<file path="src/rtl/soundrive_fifo.sv">
// Soundrive/Covox-style multichannel 8-bit DAC port. CPU port writes feed per-channel
// FIFOs drained by a ce-driven playback divider; mode 0 latches writes straight to the DACs.
module soundrive_fifo #(
  parameter int unsigned              CHANNELS    = 4,
  parameter int unsigned              DEPTH       = 16,
  parameter logic [CHANNELS*8-1:0]    PORTS       = {8'h5F, 8'h4F, 8'h1F, 8'h0F},
  parameter logic [7:0]               STATUS_PORT = 8'hBF,
  parameter logic [15:0]              DIV         = 16'd80
) (
  input  logic                  clock,
  input  logic                  reset,
  input  logic                  ce,
  input  logic                  iorq,
  input  logic                  wr,
  input  logic                  rd,
  input  logic [7:0]            a,
  input  logic [7:0]            d,
  output logic [7:0]            q,
  output logic                  qe,
  output logic [CHANNELS*8-1:0] out
);

  localparam int unsigned AW = (DEPTH > 1) ? $clog2(DEPTH) : 1;
  localparam int unsigned CW = AW + 1;

  logic        wsel, rsel;
  logic        wsel_q, rsel_q;
  logic        wr_evt, rd_evt;
  logic        status_wr, flush;
  logic        mode;
  logic        clr_pending, clr;
  logic [15:0] div_cnt;
  logic        tick;

  logic [CHANNELS-1:0] full_v;
  logic [CHANNELS-1:0] und_v;
  logic [3:0]          full4, und4;

  assign wsel = !iorq && !wr;
  assign rsel = !iorq && !rd;

  // Strobe history only advances on ce, so a long bus cycle yields exactly one event.
  // NOTE: sequential state uses non-blocking assignments so every register samples
  // pre-edge values regardless of statement order.
  always_ff @(posedge clock or negedge reset) begin
    if (!reset) begin
      wsel_q <= 1'b0;
      rsel_q <= 1'b0;
    end else if (ce) begin
      wsel_q <= wsel;
      rsel_q <= rsel;
    end
  end

  assign wr_evt    = ce && wsel && !wsel_q;
  assign rd_evt    = ce && rsel && !rsel_q && (a == STATUS_PORT);
  assign status_wr = wr_evt && (a == STATUS_PORT);
  assign flush     = status_wr && (d[0] != mode);

  always_ff @(posedge clock or negedge reset) begin
    if (!reset) begin
      mode        <= 1'b0;
      clr_pending <= 1'b0;
      div_cnt     <= '0;
    end else if (ce) begin
      clr_pending <= rd_evt;
      if (status_wr) mode <= d[0];
      if (!mode || div_cnt == DIV - 16'd1) div_cnt <= '0;
      else                                 div_cnt <= div_cnt + 16'd1;
    end
  end

  assign tick = ce && mode && !flush && (div_cnt == DIV - 16'd1);
  assign clr  = ce && clr_pending;

  for (genvar i = 0; i < CHANNELS; i++) begin : g_ch
    logic [7:0]    mem [DEPTH];
    logic [AW-1:0] wp, rp;
    logic [CW-1:0] cnt;
    logic [7:0]    sample;
    logic          und;
    logic          hit, push, pop;

    assign hit  = wr_evt && (a == PORTS[8*i +: 8]);
    assign push = hit && mode && (cnt < CW'(DEPTH));
    assign pop  = tick && (cnt != '0);

    // NOTE: sample storage carries no reset; empty/full is tracked by the pointers and
    // count, so stale bytes are never observable.
    always_ff @(posedge clock) begin
      if (push) mem[wp] <= d;
    end

    always_ff @(posedge clock or negedge reset) begin
      if (!reset) begin
        wp  <= '0;
        rp  <= '0;
        cnt <= '0;
      end else if (flush) begin
        wp  <= '0;
        rp  <= '0;
        cnt <= '0;
      end else begin
        if (push) wp <= wp + 1'b1;
        if (pop)  rp <= rp + 1'b1;
        if (push && !pop)      cnt <= cnt + 1'b1;
        else if (pop && !push) cnt <= cnt - 1'b1;
      end
    end

    always_ff @(posedge clock or negedge reset) begin
      if (!reset)            sample <= '0;
      else if (hit && !mode) sample <= d;
      else if (pop)          sample <= mem[rp];
    end

    // A tick on an empty FIFO outranks a pending read-clear so no underrun is lost.
    always_ff @(posedge clock or negedge reset) begin
      if (!reset)                      und <= 1'b0;
      else if (flush)                  und <= 1'b0;
      else if (tick && cnt == '0)      und <= 1'b1;
      else if (clr)                    und <= 1'b0;
    end

    assign out[8*i +: 8] = sample;
    assign full_v[i]     = (cnt == CW'(DEPTH));
    assign und_v[i]      = und;
  end

  // NOTE: every combinational output gets a default first so no latch is inferred.
  always_comb begin
    full4                 = '0;
    und4                  = '0;
    full4[CHANNELS-1:0]   = full_v;
    und4[CHANNELS-1:0]    = und_v;
  end

  assign q  = {und4, full4};
  assign qe = rsel && (a == STATUS_PORT);

endmodule

</file>
<file path="config.mk">
export PLATFORM = sky130hd
export DESIGN_NAME = soundrive_fifo
export DESIGN_NICKNAME = d
export VERILOG_FILES = /design/src/rtl/soundrive_fifo.sv
export SDC_FILE = /design/constraint.sdc
export NUM_CORES = 1
export LEC_CHECK = 0
export ABC_AREA = 1
export CAP_MARGIN = 20
export CORE_MARGIN = 2
export CORE_UTILIZATION = 67
export DETAILED_ROUTE_END_ITERATION = 8
export PLACE_DENSITY_LB_ADDON = 0.05
export RECOVER_POWER = 25
export SKIP_LAST_GASP = 1
export SYNTH_ARGS = -nofsm -noshare
export SYNTH_HDL_FRONTEND = slang
export SYNTH_SLANG_ARGS = --single-unit
</file>
<file path="constraint.sdc">
create_clock -name clock -period 5.8 [get_ports clock]
set_input_delay 1.16 -clock clock [delete_from_list [all_inputs] [get_ports clock]]
set_output_delay 1.16 -clock clock [all_outputs]
set_load 0.005 [all_outputs]
</file>
==> results of run 1 <==
## state kept, by name, summed over array words and instances, names as in the netlist
signal,flops
clr_pending,1
g_ch.rp,16
mode,1
rsel_q,1
g_ch.sample,32
g_ch.mem,512
g_ch.und,4
g_ch.cnt,20
g_ch.wp,16
div_cnt,16
wsel_q,1
## synthesized netlist by cell type (3+ instances only)
library cell,instances
sky130_fd_sc_hd__edfxtp_1,512
sky130_fd_sc_hd__nand2_1,404
sky130_fd_sc_hd__nor2_1,357
sky130_fd_sc_hd__o21ai_0,249
sky130_fd_sc_hd__nand3_1,149
sky130_fd_sc_hd__inv_1,125
sky130_fd_sc_hd__dfrtp_1,108
sky130_fd_sc_hd__clkbuf_1,78
sky130_fd_sc_hd__a21oi_1,65
sky130_fd_sc_hd__o221ai_1,49
sky130_fd_sc_hd__ha_1,37
sky130_fd_sc_hd__o22ai_1,37
sky130_fd_sc_hd__nand4_1,28
sky130_fd_sc_hd__o211ai_1,18
sky130_fd_sc_hd__buf_2,13
sky130_fd_sc_hd__a211oi_1,10
sky130_fd_sc_hd__buf_1,9
sky130_fd_sc_hd__nand2_2,9
sky130_fd_sc_hd__nor3_1,9
sky130_fd_sc_hd__buf_4,8
sky130_fd_sc_hd__xor2_1,7
sky130_fd_sc_hd__inv_2,5
sky130_fd_sc_hd__clkinv_1,4
sky130_fd_sc_hd__fa_1,4
sky130_fd_sc_hd__nand3_2,4
sky130_fd_sc_hd__nor2_4,4
sky130_fd_sc_hd__o21ai_1,4
sky130_fd_sc_hd__o21bai_1,4
sky130_fd_sc_hd__nand3b_1,3
sky130_fd_sc_hd__xnor2_1,3
## stage by stage
stage	instances	setup slack [ps]	area, µm²	hold slack (ps)
floorplan	2335	2513	26310	448.2
global placement	2827	1551	27230	459.3
detailed placement	2827	1439	27230	460.8
CTS	2937	1917	29160	473.0
global route	2938	1551	29150	478.3
finish	2938	1860	29150	479.7
## report_power, final
part / internal, µW / switching (µW)
Clock: 2190 / 1600
Combinational: 65.6 / 177
Sequential: 4860 / 39.9
## worst max path at each step
stage          startpoint                     endpoint  cells past startpoint
2_1_floorplan          wr   g_ch[3].cnt[4]$_DFFE_PN0P_                     17
3_3_place_gp           ce   g_ch[1].cnt[4]$_DFFE_PN0P_                     14
3_5_place_dp           ce   g_ch[2].cnt[4]$_DFFE_PN0P_                     13
4_1_cts              a[5]                           qe                      6
5_1_grt                ce   g_ch[1].cnt[4]$_DFFE_PN0P_                     14
6_report             d[2]  g_ch[2].mem[3][2]$_DFFE_PP_                      2
## layout make-up
class | count | share of cell area
Inverter | 134 | 0.01725
Multi-Input combinational cell | 1472 | 0.2493
Timing Repair Buffer | 84 | 0.02485
Tap cell | 518 | 0.02223
Clock buffer | 88 | 0.06069
Sequential cell | 620 | 0.6202
Clock inverter | 22 | 0.005536
## metal layers
| metal | GRT usage | wire length [µm] |
|---|---|---|
| met3 | 0.05160 | 5440 |
| met5 | 0 | 0 |
| met2 | 0.4853 | 29100 |
| met4 | 0.09750 | 1686 |
| met1 | 0.4411 | 25110 |
## logic make-up after synthesis
group           synth area share
simple gates              0.1550
flops                     0.6871
compound gates           0.09682
buf+inv                  0.03671
fa+ha+maj                0.02064
xor+xnor                0.003329
mux                    0.0003805
==> Flow_metrics.wiki, run 1 <==
{| class="wikitable"
! Metric !! Value
|-
| # DRC || 0
|-
| Maximum fanout along the worst path || 68
|-
| End of the worst register-to-register path || g_ch[1].cnt[4]$_DFFE_PN0P_
|-
| Post-layout min period || between 3000 and 4000 ps
|-
| Largest net degree at the start of global routing || between 70 and 80
|-
| Hold buffer count at CTS || 0
|-
| # Max-Cap Violations || 5
|-
| Number of distinct library cells after synthesis || 43
|-
| Buffer levels on the longest clock path || 3
|-
| All-Layer GR Usage || 0.3058
|-
| Antenna diode instance count || 0
|-
| Data arrival, critical path || 3810 ps
|-
| Cell Pwr Density || 306.3 nW/µm²
|-
| Number of global-route vias before repair || between 15,000 and 20,000
|-
| Signed area change from the synthesized netlist to the final layout || 10.80%
|-
| Hold endpoint || clr_pending$_DFFE_PN0P_
|-
| Synth Cell Area || 26,310 µm²
|-
| Row count || 72
|-
| Final Max Tran Viols || 345
|-
| Top Family by Delay on Critical Path || buffers and inverters
|-
| Worst voltage drop across the vdd grid || approximately 0.27 mV
|-
| DIE AREA || between 40,000 and 50,000 µm²
|-
| Sequential cell area || between 15,000 and 20,000 µm²
|-
| Clock latency on the worst-skew pair || about 610 ps
|-
| RD Place Congestion || 0.8553
|-
| Worst path buffer plus inverter count || 2
|-
| Number of sinks on the clock net || between 600 and 700
|-
| Mean instance size in the synthesized netlist || 11.27 µm²
|-
| RSZ-0062 raised after global routing || false
|-
| H-tree depth || 2
|-
| Cells taking the most area after synthesis || sky130_fd_sc_hd__edfxtp_1, sky130_fd_sc_hd__dfrtp_1, sky130_fd_sc_hd__nand2_1
|-
| Final WL || 61,340 µm
|-
| Leading register cell type out of synthesis || sky130_fd_sc_hd__edfxtp_1
|-
| Type of element capturing the critical path || register
|-
| CTS Buf Count || between 50 and 60
|-
| Post-Syn Instances || between 2,000 and 2,500
|-
| Area of the multi-input gates || 7267 µm²
|-
| Total iterations of the first detailed-routing run || 6
|-
| Hold depth || 1
|-
| IO Pins || 63
|-
| Crit Path Category || primary input to register
|-
| Clock Pin Slew Worst Setup and Hold Paths || 60 ps
|-
| Max-Slew Margin vs Limit || -1.417
|-
| Register-to-register setup slack || about 2800 ps
|-
| Slowest cell delay on critical path || 2540 ps
|-
| Die extent in x || about 200 µm
|-
| Max Clock Skew || 20.58 ps
|-
| DRC marker count from the first detailed-route iteration || between 2,000 and 2,500
|-
| Total number of vias || roughly 18,000
|-
| Antenna-violating nets left || 0
|-
| Root Driver || sky130_fd_sc_hd__clkbuf_16
|-
| Pleak || 0.01068 µW
|-
| Final-report setup violation count || 0
|-
| Run status || complete, but fails checks
|-
| Sequence of cells on the critical path || buf_2 > clkbuf_1
|-
| Initial antenna violation count || 0
|-
| Number of enable-type register cells in the synthesized netlist || 512
|-
| Top cell type by total area after synthesis || sky130_fd_sc_hd__edfxtp_1
|-
| Critical Path Source Type || primary input
|-
| Startpoint of the lowest-slack register-to-register path || mode$_DFFE_PN0P_
|-
| Required @ worst endpoint || between 5000 and 6000 ps
|-
| Commonest non-fill, non-tap cell in the layout || sky130_fd_sc_hd__edfxtp_1
|-
| Most frequent cells in the layout || sky130_fd_sc_hd__edfxtp_1, sky130_fd_sc_hd__nand2_1, sky130_fd_sc_hd__nor2_1
|-
| Final Util || 0.7526
|-
| Global-route wire length before repair || about 97,000 µm
|-
| Pwr Total || 8930 µW
|-
| Count of port buffers added during placement || 62
|-
| Share of cells above drive strength 1 || 0.05909
|-
| Register area share after synthesis || 0.6871
|-
| Overflow after GRT || 0
|-
| Initial Util || 0.6792
|-
| Failing checks || max-capacitance violations, max-slew violations
|-
| Beginning of the worst hold path || rsel_q$_DFFE_PN0P_
|-
| Vias per Instance || slightly above 6
|-
| Buffers inserted during post-CTS setup optimization || 0
|-
| Async set-or-reset flop fraction in the synthesized netlist || 0.1742
|-
| Yosys warnings || 0
|-
| Flops & latches, synth || 620
|-
| Count of fill cells added during filler insertion || ~2,500
|-
| Portion of synthesized cell area occupied by the leading cell type || 0.5844
|-
| Worst-Margin Slew || 3626 ps
|-
| Post-detail-place hpwl || around 36,000 µm
|-
| Core footprint || between 30,000 and 40,000 µm²
|-
| Height of the die || 202.2 µm
|-
| Upper clock frequency limit || between 0.2 and 0.3 GHz
|-
| Synth Net Count || around 2,400
|-
| Worst path slowest cell || sky130_fd_sc_hd__clkbuf_1
|-
| Average routed wire per standard cell || between 20 and 25 µm
|-
| Final hold vios || 0
|-
| Number of cell instances on the worst register-to-register path || 13
|-
| Total Negative Setup Slacks || 0 ps
|-
| TritonCTS clock tree || done
|-
| Period utilisation layout || 0.6793
|-
| Type of the tightest min-delay check || register to register
|-
| Post-CTS Resized || 0
|-
| Nets || 2,434
|}
Note: power is estimated with default switching activity, not from simulation.
==> run 2, diff against run 1 <==
Settings changed: CORE_UTILIZATION 67 to 62.
Clock period 5.8 ns to 3.9 ns, I/O delays scaled along.
==> Flow_metrics.wiki, run 2 (synthesized netlist as in run 1, its figures left out) <==
{| class="wikitable"
! Metric !! Value
|-
| Startpoint of the lowest-slack register-to-register path || div_cnt[0]$_DFFE_PN0P_
|-
| Core footprint || 41,950 µm² (+8.3%)
|-
| Global-route met2 utilization || 0.4584 (-0.02692)
|-
| Max Clock Skew || 22.70 ps (+2.119 ps)
|-
| Failing checks || max-capacitance violations, max-slew violations
|-
| Antenna diode instance count || 0 (unchanged)
|-
| Max FFs per register || 512 (unchanged)
|-
| Max-Slew Margin vs Limit || -1.314 (+0.1030)
|-
| Buffer levels on the longest clock path || 3 (unchanged)
|-
| Number of sinks on the clock net || 620 (unchanged)
|-
| Slowest cell delay on critical path || 2420 ps (-120 ps)
|-
| # Max-Cap Violations || 7 (+2)
|-
| Register with the highest flop count || g_ch.mem
|-
| Vias per Instance || 6.008 (-2.6%)
|-
| Root Driver || sky130_fd_sc_hd__clkbuf_16
|-
| Final hold vios || 0 (unchanged)
|-
| DIE AREA || 44,100 µm² (+7.9%)
|-
| Number of standard cells in the layout, taps in and fillers out || 3,037 (+3.4%)
|-
| Pleak || 0.01109 µW (+3.9%)
|-
| Most frequent cells in the layout || sky130_fd_sc_hd__edfxtp_1, sky130_fd_sc_hd__nand2_1, sky130_fd_sc_hd__nor2_1
|-
| Total Negative Setup Slacks || 0 ps (unchanged)
|-
| Total iterations of the first detailed-routing run || 6 (unchanged)
|-
| Final-report setup violation count || 0 (unchanged)
|-
| Die extent in x || 210 µm (+3.9%)
|-
| RD Place Congestion || 0.8780 (+2.7%)
|-
| Nets || 2,508 (+3.0%)
|-
| Number of global-route vias before repair || 17,551 (-0.14%)
|-
| Source of the critical timing path || d[7]
|-
| Run status || complete, but fails checks
|-
| Type of the tightest min-delay check || primary input to asynchronous set/reset pin
|-
| Critical Path Source Type || primary input
|-
| Worst path slowest cell || sky130_fd_sc_hd__clkbuf_1
|-
| Buffers inserted during post-CTS setup optimization || 0 (unchanged)
|-
| Data arrival, critical path || 3330 ps (-480 ps)
|-
| Upper clock frequency limit || ~0.29 GHz
|-
| Final Util || 0.7108 (-0.04177)
|-
| Signed area change from the synthesized netlist to the final layout || 13.33%
|-
| IO Pins || 63 (unchanged)
|-
| Largest net degree at the start of global routing || 74 (-1.3%)
|-
| Height of the die || 210 µm (+3.9%)
|-
| Sequence of cells on the critical path || buf_2 > clkbuf_1
|-
| Hold buffer count at CTS || 0 (unchanged)
|-
| Average routed wire per standard cell || 20.64 µm (-1.2%)
|-
| Antenna-violating nets left || 0 (unchanged)
|-
| All-Layer GR Usage || 0.2871 (-0.01868)
|-
| H-tree depth || 2 (unchanged)
|-
| Overflow after GRT || 0 (unchanged)
|-
| Cell Pwr Density || 454.2 nW/µm² (+48%)
|-
| Required @ worst endpoint || 3810 ps (-1860 ps)
|-
| DRC marker count from the first detailed-route iteration || 1,856 (-8.4%)
|-
| # DRC || 0 (unchanged)
|-
| Met3 track demand over resource || 0.04142 (-0.01018)
|-
| TritonCTS clock tree || done
|-
| Routing usage on met1 || 0.4165 (-0.02456)
|-
| Initial Util || 0.6272 (-0.05197)
|-
| Period utilisation layout || 0.8762
|-
| Clock Pin Slew Worst Setup and Hold Paths || 60 ps (about the same)
|-
| Worst-Margin Slew || 3472 ps (-154.4 ps)
|-
| Worst path buffer plus inverter count || 2 (unchanged)
|-
| Largest regs || g_ch.mem x512, g_ch.sample x32, g_ch.cnt x20
|-
| Type of element capturing the critical path || register
|-
| Final WL || 62,670 µm (+2.2%)
|-
| Clock latency on the worst-skew pair || 630 ps (+20 ps)
|-
| Row count || 75 (+4.2%)
|-
| Global-route wire length before repair || 97,490 µm (+0.79%)
|-
| Post-detail-place hpwl || 39,200 µm (+8.4%)
|-
| Maximum fanout along the worst path || 68 (unchanged)
|-
| Worst voltage drop across the vdd grid || 0.4061 mV (+53%)
|-
| Crit Path Category || primary input to register
|-
| Grt peak-use layer || met2
|-
| Post-CTS Resized || 0 (unchanged)
|-
| Final Max Tran Viols || 327 (-5.2%)
|-
| Top Family by Delay on Critical Path || buffers and inverters
|-
| CTS Buf Count || 61 (+3.4%)
|-
| Initial antenna violation count || 0 (unchanged)
|-
| Share of cells above drive strength 1 || 0.08887 (+0.02978)
|-
| Count of port buffers added during placement || 62 (unchanged)
|-
| Commonest non-fill, non-tap cell in the layout || sky130_fd_sc_hd__edfxtp_1
|-
| RSZ-0062 raised after global routing || false
|-
| Instance count after placement with tap cells included || 2,921 (+3.3%)
|-
| Post-layout min period || 3417 ps
|-
| Register-to-register setup slack || 1060 ps (-1700 ps)
|-
| Total number of vias || 18,246 (+0.64%)
|}
[run 2: cell types whose count changed in the layout (fill, tap and decap cells not counted), sizes merged]
cell	previous run	this run
bufinv	2	6
buf	26	95
clkinvlp	2	6
clkinv	20	29
inv	132	131
clkbuf	93	86
[run 2: worst paths after layout]
check                                                 to  cells after the start
min reg2reg                      clr_pending$_DFFE_PN0P_                      1
max reg2reg                   g_ch[1].cnt[4]$_DFFE_PN0P_                     15
min in group clock               clr_pending$_DFFE_PN0P_                      1
min                        g_ch[1].sample[3]$_DFFE_PN0P_                      1
max in group asynchronous      g_ch[3].rp[0]$_DFFE_PN0P_                      2
max                          g_ch[0].mem[2][7]$_DFFE_PP_                      2
[run 2: per-layer routing]
metal,up-vias,wire [µm],share of wire
li1,8473,-,-
met1,8929,26760,0.43
met2,737,29650,0.47
met3,107,4758,0.076
met4,0,1507,0.024
met5,-,0,0
[run 2: where the power goes]
group,switching [µW],internal [µW],leakage [µW]
logic,267,101,0.00419
registers,60.3,7230,0.00592
clock network,2450,3430,0.000984
total,2780,10800,0.0111
[run 2: cell type report]
| type | count | area, µm² |
|---|---|---|
| inverter | 134 | 503.0 |
| timing repair buffer | 156 | 1262 |
| clock inverter | 38 | 344.1 |
| fill | 2958 | 12130 |
| tap | 539 | 674.4 |
| sequential | 620 | 18080 |
| clock buffer | 78 | 1683 |
| multi-input combinational | 1472 | 7267 |
[run 2: per-stage QoR]
stage               total power [µW]  setup WS [ps]  instance area, µm²  hold WS, ps
global placement                7777          430.3               27820        456.0
detailed placement              7790          350.3               27820        464.7
CTS                            13600          656.9               29850        212.5
floorplan                       7568          992.6               26310        448.2
finish                         13540          482.9               29820        185.2
global route                   13900          320.1               29820        237.8
